--- src/rtl/regfile_pkg.sv ---
// Shared defaults and types for the scoreboarded register file.
package regfile_pkg;

    localparam int unsigned DEF_DATA_W = 20;
    localparam int unsigned DEF_ADDR_W = 4;
    localparam int unsigned DEF_PEND_W = 2;

    localparam int unsigned PEND_MAX   = (2 ** DEF_PEND_W) - 1;

    typedef logic [DEF_ADDR_W-1:0] reg_addr_t;
    typedef logic [DEF_DATA_W-1:0] reg_data_t;
    typedef logic [DEF_PEND_W-1:0] pend_cnt_t;

endpackage

--- src/rtl/regfile_pend_counter.sv ---
// Saturating in-flight-writer counter for one register; inc and dec cancel.
module regfile_pend_counter
    import regfile_pkg::*;
#(
    parameter int unsigned PEND_W = DEF_PEND_W
) (
    input  logic              clock,
    input  logic              reset,
    input  logic              inc,
    input  logic              dec,
    output logic [PEND_W-1:0] cnt,
    output logic              at_max,
    output logic              nonzero
);

    logic [PEND_W-1:0] cnt_q;
    logic [PEND_W-1:0] cnt_d;

    assign cnt     = cnt_q;
    assign at_max  = (cnt_q == '1);
    assign nonzero = (cnt_q != '0);

    // Guards keep the count from wrapping even if a caller misbehaves.
    always_comb begin
        cnt_d = cnt_q;
        if (inc && !dec && !at_max) begin
            cnt_d = cnt_q + PEND_W'(1);
        end else if (dec && !inc && nonzero) begin
            cnt_d = cnt_q - PEND_W'(1);
        end
    end

    always_ff @(posedge clock) begin
        if (reset) begin
            cnt_q <= '0;
        end else begin
            cnt_q <= cnt_d;
        end
    end

endmodule

--- src/rtl/regfile_scoreboard.sv ---
// Register file with two bypassed read ports, one write port and a
// per-register pending-writer scoreboard for RAW hazard detection.
module regfile_scoreboard
    import regfile_pkg::*;
#(
    parameter int unsigned DATA_W   = DEF_DATA_W,
    parameter int unsigned ADDR_W   = DEF_ADDR_W,
    parameter int unsigned ZERO_REG = 0,
    parameter int unsigned PEND_W   = DEF_PEND_W
) (
    input  logic              clock,
    input  logic              reset,
    input  logic [ADDR_W-1:0] rd_addr1,
    input  logic [ADDR_W-1:0] rd_addr2,
    output logic [DATA_W-1:0] rd_data1,
    output logic [DATA_W-1:0] rd_data2,
    output logic              rd_pending1,
    output logic              rd_pending2,
    input  logic              wr_en,
    input  logic [ADDR_W-1:0] wr_addr,
    input  logic [DATA_W-1:0] wr_data,
    input  logic              issue_en,
    input  logic [ADDR_W-1:0] issue_addr,
    output logic              issue_ok,
    output logic              wb_err
);

    localparam int unsigned DEPTH = 2 ** ADDR_W;
    localparam bit          ZR    = (ZERO_REG != 0);

    logic [DATA_W-1:0] regs_q [DEPTH];
    logic [PEND_W-1:0] cnt    [DEPTH];
    logic [DEPTH-1:0]  at_max;
    logic [DEPTH-1:0]  nonzero;
    logic [DEPTH-1:0]  inc;
    logic [DEPTH-1:0]  dec;
    logic [ADDR_W-1:0] rd_addr [2];
    logic              wr_zero;
    logic              iss_zero;
    logic              wr_live;
    logic              wb_err_q;

    assign wr_zero  = ZR && (wr_addr == '0);
    assign iss_zero = ZR && (issue_addr == '0);
    assign wr_live  = wr_en && !wr_zero;

    // A same-cycle writeback to the issue target frees one slot.
    assign issue_ok = issue_en && (reset || iss_zero || !at_max[issue_addr]
                                   || (wr_en && (wr_addr == issue_addr)));

    for (genvar a = 0; a < DEPTH; a++) begin : g_cnt
        assign inc[a] = issue_ok && !reset && !iss_zero && (issue_addr == ADDR_W'(a));
        assign dec[a] = wr_live && (wr_addr == ADDR_W'(a)) && nonzero[a];

        regfile_pend_counter #(
            .PEND_W (PEND_W)
        ) u_cnt (
            .clock   (clock),
            .reset   (reset),
            .inc     (inc[a]),
            .dec     (dec[a]),
            .cnt     (cnt[a]),
            .at_max  (at_max[a]),
            .nonzero (nonzero[a])
        );
    end

    always_ff @(posedge clock) begin
        if (reset) begin
            for (int i = 0; i < DEPTH; i++) begin
                regs_q[i] <= '0;
            end
        end else if (wr_live) begin
            regs_q[wr_addr] <= wr_data;
        end
    end

    // Sticky flag for a writeback that no issue accounted for.
    always_ff @(posedge clock) begin
        if (reset) begin
            wb_err_q <= 1'b0;
        end else if (wr_live && !nonzero[wr_addr]) begin
            wb_err_q <= 1'b1;
        end
    end

    assign wb_err     = wb_err_q;
    assign rd_addr[0] = rd_addr1;
    assign rd_addr[1] = rd_addr2;

    for (genvar p = 0; p < 2; p++) begin : g_rd
        logic              hit;
        logic              zero;
        logic [DATA_W-1:0] data;
        logic              pend;

        assign hit  = wr_en && (wr_addr == rd_addr[p]);
        assign zero = ZR && (rd_addr[p] == '0);

        // Pending is reported net of a writeback landing this cycle.
        always_comb begin
            data = '0;
            pend = 1'b0;
            if (!reset && !zero) begin
                data = hit ? wr_data : regs_q[rd_addr[p]];
                pend = cnt[rd_addr[p]] > (hit ? PEND_W'(1) : PEND_W'(0));
            end
        end
    end

    assign rd_data1    = g_rd[0].data;
    assign rd_data2    = g_rd[1].data;
    assign rd_pending1 = g_rd[0].pend;
    assign rd_pending2 = g_rd[1].pend;

endmodule

--- config.mk ---
export PLATFORM = sky130hd
export DESIGN_NAME = regfile_scoreboard
export DESIGN_NICKNAME = d
export VERILOG_FILES = /design/src/rtl/regfile_pkg.sv /design/src/rtl/regfile_pend_counter.sv /design/src/rtl/regfile_scoreboard.sv
export SDC_FILE = /design/constraint.sdc
export NUM_CORES = 1
export LEC_CHECK = 0
export ABC_AREA = 1
export BUFFER_PORTS_ARGS = -buffer_cell sky130_fd_sc_hd__buf_2
export CAP_MARGIN = 20
export CELL_PAD_IN_SITES_DETAIL_PLACEMENT = 0
export CELL_PAD_IN_SITES_GLOBAL_PLACEMENT = 1
export CORE_MARGIN = 2
export CORE_UTILIZATION = 43
export CTS_CLUSTER_DIAMETER = 40
export DETAILED_ROUTE_END_ITERATION = 8
export GPL_TIMING_DRIVEN = 1
export PLACE_DENSITY_LB_ADDON = 0.1
export SLEW_MARGIN = 30
export SYNTH_ARGS = -nofsm -noshare
export SYNTH_HDL_FRONTEND = slang
export SYNTH_SLANG_ARGS = --single-unit
--- constraint.sdc ---
create_clock -name clock -period 1.9 [get_ports clock]
set_clock_uncertainty 0.1 [all_clocks]
set_input_delay 0.095 -clock clock [delete_from_list [all_inputs] [get_ports clock]]
set_output_delay 0.095 -clock clock [all_outputs]
set_load 0.01 [all_outputs]
### Yosys cells after proc, flatten, opt, wreduce, memory -nomap -nowiden

Memories as Yosys holds them, arrays and structs flattened.
Cells that the tools add are included.

* logic and storage cells: 371
* bits of input ports: 40
* memories kept: 1
* RAM bits: 320
* output and inout port bits: 44
* bits in registers: 33

* $add $sub $neg: 32
* bitwise gates (word level): 2
* equal/unequal tests: 49
* magnitude comparators: 6
* multiplexer cells: 58
* reduce and logical (&&, ||, !) cells: 206

Memory list
* regs_q: depth 16, width 20, rd ports 2, clocked after memory_dff 0, wr ports 16, RTL line regfile_scoreboard.sv:31 `logic [DATA_W-1:0] regs_q [DEPTH];`

Operator list (number)
* logical AND 1 bit: 118
* two-way mux 20 bit: 5
* two-way mux 2 bit: 36
* equality test 4 bit (second input constant): 16
* nonzero test 2 bit: 32
* logical NOT 1 bit: 51
* adder 2 x 1 -> 2 bit (second input constant): 16
* equality test 2 bit (second input constant): 16
* equality test 4 x 3 -> 1 bit (second input constant): 8
* subtractor 2 x 1 -> 2 bit (second input constant): 16
* OR reduction 20 bit: 1
* binary-select mux 2 bit (select 4 bit): 2
* equality test 4 x 2 -> 1 bit (second input constant): 4
* equality test 4 bit: 3
* two-way mux 1 bit: 12
* >= comparator 5 bit (second input constant): 2
* less-than comparator 4 x 5 -> 1 bit (second input constant): 2
* NOT 4 -> 5 bit: 2
* binary-select mux 1 bit (select 4 bit): 2
* equality test 4 x 1 -> 1 bit (second input constant): 2
* logical NOT 4 bit: 2
* two-way mux 4 bit: 1
* > comparator 2 x 1 -> 1 bit: 1
* > comparator 2 bit: 1
* logical OR 1 bit: 2

### Longest topological paths before layout

Gate-level depths: netlist (run 1).

* word-level depth: 14
* gate-level depth with buffers: 15
* mapped depth without buffers: 15

### By module

From an unflattened synthesis (run 1), not the netlist that was laid out.

* cells, all modules: 2762
* area total of the unflattened synthesis: 21503.1 µm²

Modules (own cells, without submodules)
* regfile_scoreboard: sequential area each 9629.2 µm², cells each 2442, area each 19461.2 µm², times used 1
* regfile_pend_counter: sequential area each 40.0 µm², cells each 20, area each 127.6 µm², times used 16

### Least setup slack after synthesis (run 1)

OpenSTA, ideal clock, no wires.

* path type: in2out
* from: input rd_addr1[0]
* to: output rd_pending1
* path buffers: 4
* data required time: 1.705 ns
* cell stages on the path: 13
* setup slack: -0.069 ns
* arrival time: 1.774 ns
* path through: buf_4 buf_2 buf_2 buf_2 a21oi_1 o21ai_0 nand3_1 nand3_1 nand2_1 inv_1 ha_1 nor2_1 o31a_1

* cells in the longest elaborated chain, start to end: 6
* elaborated cells between the ends (all ways): 9
* classes of those cells: order compare: 1; eq/ne: 1; mux: 5; bitwise: 1; reduce/logical: 1

Ends and longest elaborated chain
* start: declaration: RTL line regfile_scoreboard.sv:13 `input logic [ADDR_W-1:0] rd_addr1,`
* NOT 4 -> 5 bit (implied by the code): RTL line regfile_scoreboard.sv:106 `pend = cnt[rd_addr[p]] > (hit ? PEND_W'(1) : PEND_W'(0));`
* binary-select mux 2 bit (select 4 bit): RTL line regfile_scoreboard.sv:106
* two-way mux 2 bit (implied by the code) (2 in a row): RTL line regfile_scoreboard.sv:106
* > comparator 2 x 1 -> 1 bit *: RTL line regfile_scoreboard.sv:106
* two-way mux 1 bit *: RTL line regfile_scoreboard.sv:104 `if (!reset && !zero) begin`
* end: declaration: RTL line regfile_scoreboard.sv:17 `output logic rd_pending1,`

Every way passes the cells marked *; elsewhere a longest branch is shown, timed or not. The select of a mux whose other input is x is not followed.

### Final worst setup path (run 1)

* from: register g_cnt[13].u_cnt.cnt_q[0]
* to: output rd_pending1

* cells in the longest elaborated chain, start to end: 5

Ends and longest elaborated chain
* start: declaration: RTL line regfile_pend_counter.sv:16 `logic [PEND_W-1:0] cnt_q;`
* start signal: assignment: RTL line regfile_pend_counter.sv:37 `cnt_q <= cnt_d;`
* binary-select mux 2 bit (select 4 bit): RTL line regfile_scoreboard.sv:106
* two-way mux 2 bit (implied by the code) (2 in a row): RTL line regfile_scoreboard.sv:106
* > comparator 2 x 1 -> 1 bit: RTL line regfile_scoreboard.sv:106
* two-way mux 1 bit: RTL line regfile_scoreboard.sv:104

No other way between the ends. The select of a mux whose other input is x is not followed.

==> results of run 1 <==
-- cells in the final DEF, fill, tap and decap left out, types with 5 or more instances in the layout --
cell,synthesis,final
a211oi_1,52,19
a211oi_2,0,33
a21oi_1,299,262
a21oi_2,0,37
a311oi_1,8,7
a31o_2,11,11
buf_12,0,64
buf_2,44,70
buf_4,12,206
buf_6,11,20
bufinv_16,0,12
clkbuf_1,147,5
clkbuf_16,0,77
clkinv_1,20,32
clkinv_2,0,12
clkinvlp_4,0,7
dfxtp_1,33,14
dfxtp_2,0,15
dlygate4sd3_1,0,18
edfxtp_1,320,320
inv_1,233,195
inv_2,9,45
inv_6,0,7
nand2_1,283,259
nand2_2,1,21
nand2_4,1,5
nand3_1,33,29
nand4_1,18,18
nor2_1,516,510
nor2_2,5,6
nor2_4,2,7
nor3_1,6,6
o211ai_1,39,39
o21ai_0,475,303
o21ai_1,26,178
o21ai_2,0,20
o22ai_1,29,18
o22ai_2,0,11
-- final cells by class --
type,instances,area (um2)
Timing Repair Buffer,378,3583
Clock buffer,83,1959
Tap cell,615,769.5
Sequential cell,353,10300
Fill cell,4343,20360
Clock inverter,56,659.4
Inverter,262,985.9
Multi-Input combinational cell,1823,9228
-- power by group through the flow --
stage | registers (mW) | logic (mW) | clock network (mW)
2_1_floorplan | 9.15 | 1.70 | 0
3_3_place_gp | 9.19 | 3.10 | 0
3_5_place_dp | 9.20 | 3.13 | 0
4_1_cts | 9.07 | 3.33 | 13.7
5_1_grt | 9.11 | 3.74 | 14.1
6_report | 9.08 | 3.51 | 13.6
-- sequential cells by signal, indices dropped and copies added, names as in the netlist --
signal and flops:
regs_q 320, g_cnt.u_cnt.cnt 32, wb_err 1
-- critical path, delay by kind of cell (launching register included) --
| kind | cells | cell delay (ns) |
|---|---|---|
| fa+ha+maj | 1 | 0.26 |
| compound gates | 3 | 0.47 |
| buf+inv | 3 | 0.28 |
| flops | 1 | 0.33 |
| simple gates | 4 | 0.29 |
-- logic make-up (layout without fill, tap and decap cells) --
logic type	after synthesis	count (layout)	synth area share
compound gates	949	949	0.2450
simple gates	872	872	0.1655
buf+inv	487	779	0.09638
flops	353	353	0.4920
fa+ha+maj	2	2	0.001199
-- stage by stage --
stage / util / hold WS (ns) / setup WS (ns) / power [mW] / instance area, um2
4_1_cts: 0.5660 / 0.006743 / -0.5642 / 26.13 / 27080
2_1_floorplan: - / 0.2347 / 0.005395 / 10.85 / 20880
6_report: 0.5745 / 0.02393 / -0.5163 / 26.23 / 27490
5_1_grt: 0.5745 / 0.02227 / -0.6595 / 26.98 / 27490
3_3_place_gp: 0.4987 / 0.3399 / -0.2412 / 12.29 / 23860
3_5_place_dp: 0.4987 / 0.3380 / -0.1718 / 12.33 / 23860
-- timing repair --
item                                   4_1_cts  5_1_grt
endpoints found under the hold margin      132        0
buffers inserted                             3       12
hold buffers                                18        0
gates resized for setup                    232      167
setup endpoints to repair                   46       65
pin swaps                                   84       79
-- final timing paths --
kind	slack [ns]	end	cells after the start	start
min reg2reg	0.35	wb_err	2	wb_err
min	0.02	g_cnt[5].u_cnt.cnt[1]	5	issue_addr[3]
max reg2reg	-0.10	g_cnt[6].u_cnt.cnt[0]	17	g_cnt[6].u_cnt.cnt[0]
max	-0.52	rd_pending1	11	g_cnt[13].u_cnt.cnt[0]
-- metal layers --
| metal | share of wire | vias up | track usage |
|---|---|---|---|
| li1 | - | 9619 | - |
| met1 | 0.40 | 10110 | 0.4464 |
| met2 | 0.46 | 1252 | 0.5344 |
| met3 | 0.098 | 252 | 0.06101 |
| met4 | 0.044 | 0 | 0.1489 |
| met5 | 0 | - | 0 |
==> impl_results.md, run 1 <==
* Tmin final at 2.416 ns
* Leakage at 11.18 nW
* Switching Fraction at 0.2655
* Diode count at 0
* Initial antenna violation count at 1
* DIE AREA at 50320 um2
* Synthesized area per cell at 7.839 um2
* Syn Inst Count at 2663
* Max Fclk at 0.4139 GHz
* First DRT Iteration DRCs at 2706
* Post-synthesis sequential area ratio at 0.4920
* GRT Resource Usage Total at 0.3350
* Vias at 21230
* Routed WL at 84.99 mm
* VDD IR-drop max at 701.1 uV
* Req. time, crit path at 1.70 ns
* Via density at 5.948
* Synth cell count leaders: 516 x nor2_1, 475 x o21ai_0, 320 x edfxtp_1
* Int Pwr at 19.27 mW
* Relative slew slack at 0.6304
* Routed Antenna Nets at 0
* Maximum buffer depth of the clock tree at 3
* H-tree depth at 3
* Gate power share at 0.134
* Outcome: complete, but fails checks
* Synth Cell Area at 20880 um2
* CP max FO at 3
* Clk slew on worst S/H paths at 0.04 ns
* Worst path most repeated cell: nand3_1
* GPL Wtd Cong at 0.9214
* Max cap viols at 0
* Avg WL per Cell at 23.81 um
* Setup TNS at -11.08 ns
* Net Count, Synth at 2705
* Hold Vio Cnt, Final at 0
* Failing checks: negative setup slack
* Area Growth Syn to Fin at 31.68%
* YS warnings at 0
* First-pass GRT wire length at 124.9 mm
* Clock network fraction of total power at 0.520
* EDFF count, synth at 320
* Clk Latency, worst-skew pair at 0.60 ns
* Top cells by area, synth: edfxtp_1 46%, o21ai_0 11%, nor2_1 9.3%
* Async SR Flop Fraction at 0
* Critical path launch point type: flop
* Arr. time, crit path at 2.22 ns
* Sw power at 6.964 mW
* Area leader, netlist: edfxtp_1
* Fin. max-slew vios at 0
* Yosys top cell area share at 0.4603
* Largest net degree at the start of global routing at 81
* Global route overflow at 0
* Synth unique cells at 41
* Core box area at 47850 um2
* Drt pass-1 iters at 6
* Crit path cell chain: inv_2, a21oi_1, o21ai_0, nand3_1, nand3_1, nand2_1, inv_1, ha_1, nor2_1, o31a_1, buf_2
* Ports at 84
* Count of input and output buffers at 83
* Non-filler cells, final at 3570
* DP HPWL at 53.42 mm
* Part of the power in registers at 0.346
* Final #Nets at 2936
* Num CTS Buffers at 76
* Vias in the first global route at 19960
* Die Wd at 224.3 um
* Final setup fails at 63
* Slowest stage delay, CP at 0.33 ns
* P per Cell Area at 954.2 nW/um2
* Setup CP Type: reg2out
* Die height at 224.3 um
* Cell with the most instances after synthesis: nor2_1
* Fraction of layout cells with a size suffix above 1 at 0.2406
* Ratio of final minimum period to clock period at 1.272
* RSZ-0062 raised after global routing: yes
* CP max-delay cell: dfxtp_2
* Cells after DPL at 3404
* Hold Path Class: in2reg
* Clock root buffer: clkbuf_16
* CP Capture Type: primary output
* Most used flip-flop cell after synthesis: edfxtp_1
* Setup ws final at -0.5163 ns
* #FFs+latches synth at 353
* Row count at 80
* CTS tree: built
* # clock sinks at 353
* Initial cell density of the core at 0.4363
* Least-Margin Pin Slew at 0.5543 ns
* DRC at 0
No activity file was read; power rests on OpenSTA's default activity.
==> run 2: changes to the inputs <==
--- a/config.mk
+++ b/config.mk
@@ -14,7 +14,6 @@
 export CORE_UTILIZATION = 43
 export CTS_CLUSTER_DIAMETER = 40
 export DETAILED_ROUTE_END_ITERATION = 8
-export GPL_TIMING_DRIVEN = 1
 export PLACE_DENSITY_LB_ADDON = 0.1
 export SLEW_MARGIN = 30
 export SYNTH_ARGS = -nofsm -noshare
==> constraint.sdc (replaced) <==
create_clock -name clock -period 1.9 [get_ports clock]
set_clock_uncertainty 0.1 [all_clocks]
set_input_delay 0.095 -clock clock [delete_from_list [all_inputs] [get_ports clock]]
set_output_delay 0.095 -clock clock [all_outputs]
set_load 0.005 [all_outputs]
==> run 2 against run 1 <==
  * The flow still finishes with violations (negative setup slack)
  * Cell area shrank 0.23%
  * Largest cell class unchanged
  * Critical path type unchanged
  * Core utilization decreased by 0.13 points
  * Wire length up 0.84%
  * Global-route usage grew 0.066 points
  * Highest routed layer unchanged
  * Count of clock-buffer cells in the layout is 5 higher
  * Die area is the same
  * Combinational power barely moved
  * Fmax is 0.34% higher
  * Largest power group unchanged
  * Clock power decreased by 3%
  * Sequential power barely moved
  * Via count about the same
==> impl_results.md, run 2 (synthesis results as in run 1) <==
* Outcome: complete, but fails checks
* Failing checks: negative setup slack
* Core Util, Final at 0.5732
* Relative slew slack at 0.6609
* Max reg flops at 320
* Area Growth Syn to Fin at 31.38%
* Initial antenna violation count at 1
* Critical path launch point type: flop
* Largest net degree at the start of global routing at 67
* Clock network fraction of total power at 0.512
* Num CTS Buffers at 74
* Avg WL per Cell at 24.20 um
* Die Wd at 224.3 um
* First DRT Iteration DRCs at 2750
* Setup TNS at -13.24 ns
* CP max FO at 3
* VDD IR-drop max at 666.4 uV
* Commonest non-fill, non-tap cell in the layout: nor2_1
* Final #Nets at 2911
* Vias at 21230
* Setup ws final at -0.5081 ns
* Power, Total at 25.85 mW
* Part of the power in registers at 0.352
* Routed WL at 85.70 mm
* Sw power at 7.049 mW
* Reg2reg setup slack at -0.20 ns
* Gate power share at 0.136
* Ratio of final minimum period to clock period at 1.267
* Non-filler cells, final at 3542
* Biggest register: regs_q
* Via density at 5.993
* Leakage at 11.03 nW
* Hold Vio Cnt, Final at 0
* Maximum buffer depth of the clock tree at 3
* Clock root buffer: clkbuf_16
* Diode count at 0
* Tmin final at 2.408 ns
* Ports at 84
* DRC at 0
* Metal2 WL at 39.55 mm
* GRT Resource Usage Total at 0.3357
* Hold Path Class: in2reg
* Most frequent cells in the layout: 513 x nor2_1, 320 x edfxtp_1, 259 x nand2_1
* Max cap viols at 0
* Clk Latency, worst-skew pair at 0.60 ns
* Highest metal used: met4
* Routed Antenna Nets at 0
* RSZ-0062 raised after global routing: yes
* Vias in the first global route at 20070
* P per Cell Area at 942.5 nW/um2
* H-tree depth at 3
* Fin. max-slew vios at 0
* DIE AREA at 50320 um2
* First-pass GRT wire length at 125.3 mm
* Initial cell density of the core at 0.4363
* Int Pwr at 18.80 mW
* # clock sinks at 353
* Clk slew on worst S/H paths at 0.04 ns
* Fraction of layout cells with a size suffix above 1 at 0.2504
* Arr. time, crit path at 2.21 ns
* Met1 wire length at 34.94 mm
* Drt pass-1 iters at 6
* Wire length on met3 at 7.778 mm
* Core box area at 47850 um2
* CP Capture Type: primary output
* Setup CP Type: reg2out
* GPL Wtd Cong at 0.9225
* Final setup fails at 75
* Global route overflow at 0
* Max Fclk at 0.4153 GHz
* CTS tree: built
* Pre-CTS WS at -0.1337 ns
* Die height at 224.3 um
* Count of input and output buffers at 83
* Row count at 80
* Least-Margin Pin Slew at 0.5055 ns
* DP HPWL at 52.66 mm
* Switching Fraction at 0.2727
* Cells after DPL at 3383
* Req. time, crit path at 1.70 ns
-- run 2: cell type report --
cell class	count	area [um2]
timing repair buffer	355	3405
multi-input combinational	1823	9437
clock inverter	46	548.0
inverter	262	991.0
sequential	353	10290
fill	4299	20420
clock buffer	88	1988
tap	615	769.5
-- run 2: stage by stage --
step                      hold slack, ns  area, um2
after global placement            0.3355      23730
after CTS                       0.003391      26820
final                            0.01212      27430
after global routing             0.01755      27430
after floorplan                   0.2347      20890
after detailed placement          0.3415      23730
-- run 2: worst max-delay path: stages, from the launching register on --
cell and delay [ns]:
dfxtp_2 0.35, inv_4 0.06, a21oi_2 0.10, o21ai_1 0.07, nand3_1 0.12, nand3_1 0.08
nand2_1 0.07, inv_1 0.04, ha_1 0.27, nor2_1 0.04, o31a_1 0.28, buf_2 0.15
-- run 2: repair_timing --
item / CTS / global route
pin swaps: 105 / 136
buffers inserted: 3 / 7
setup endpoints to repair: 44 / 75
hold buffers: 19 / 0
gates resized for setup: 275 / 242
endpoints found under the hold margin: 115 / 0
-- run 2: metal layers --
metal | GRT usage | up-vias
met5 | 0 | -
met4 | 0.1399 | 0
met3 | 0.05121 | 224
met2 | 0.5361 | 1227
met1 | 0.4570 | 10210
li1 | - | 9565
-- run 2: power groups by stage --
stage	combinational, mW	sequential, mW	clock [mW]
floorplan	1.66	9.15	0
global placement	3.05	9.19	0
detailed placement	3.07	9.20	0
CTS	3.28	9.06	13.3
global route	3.76	9.12	13.7
finish	3.52	9.09	13.2
-- run 2: worst paths after layout --
check,start,to,cells past startpoint
max,g_cnt[10].u_cnt.cnt[0],rd_pending2,11
min,issue_addr[2],g_cnt[0].u_cnt.cnt[1],5
max reg2reg,g_cnt[5].u_cnt.cnt[0],g_cnt[0].u_cnt.cnt[0],17
min reg2reg,wb_err,wb_err,2
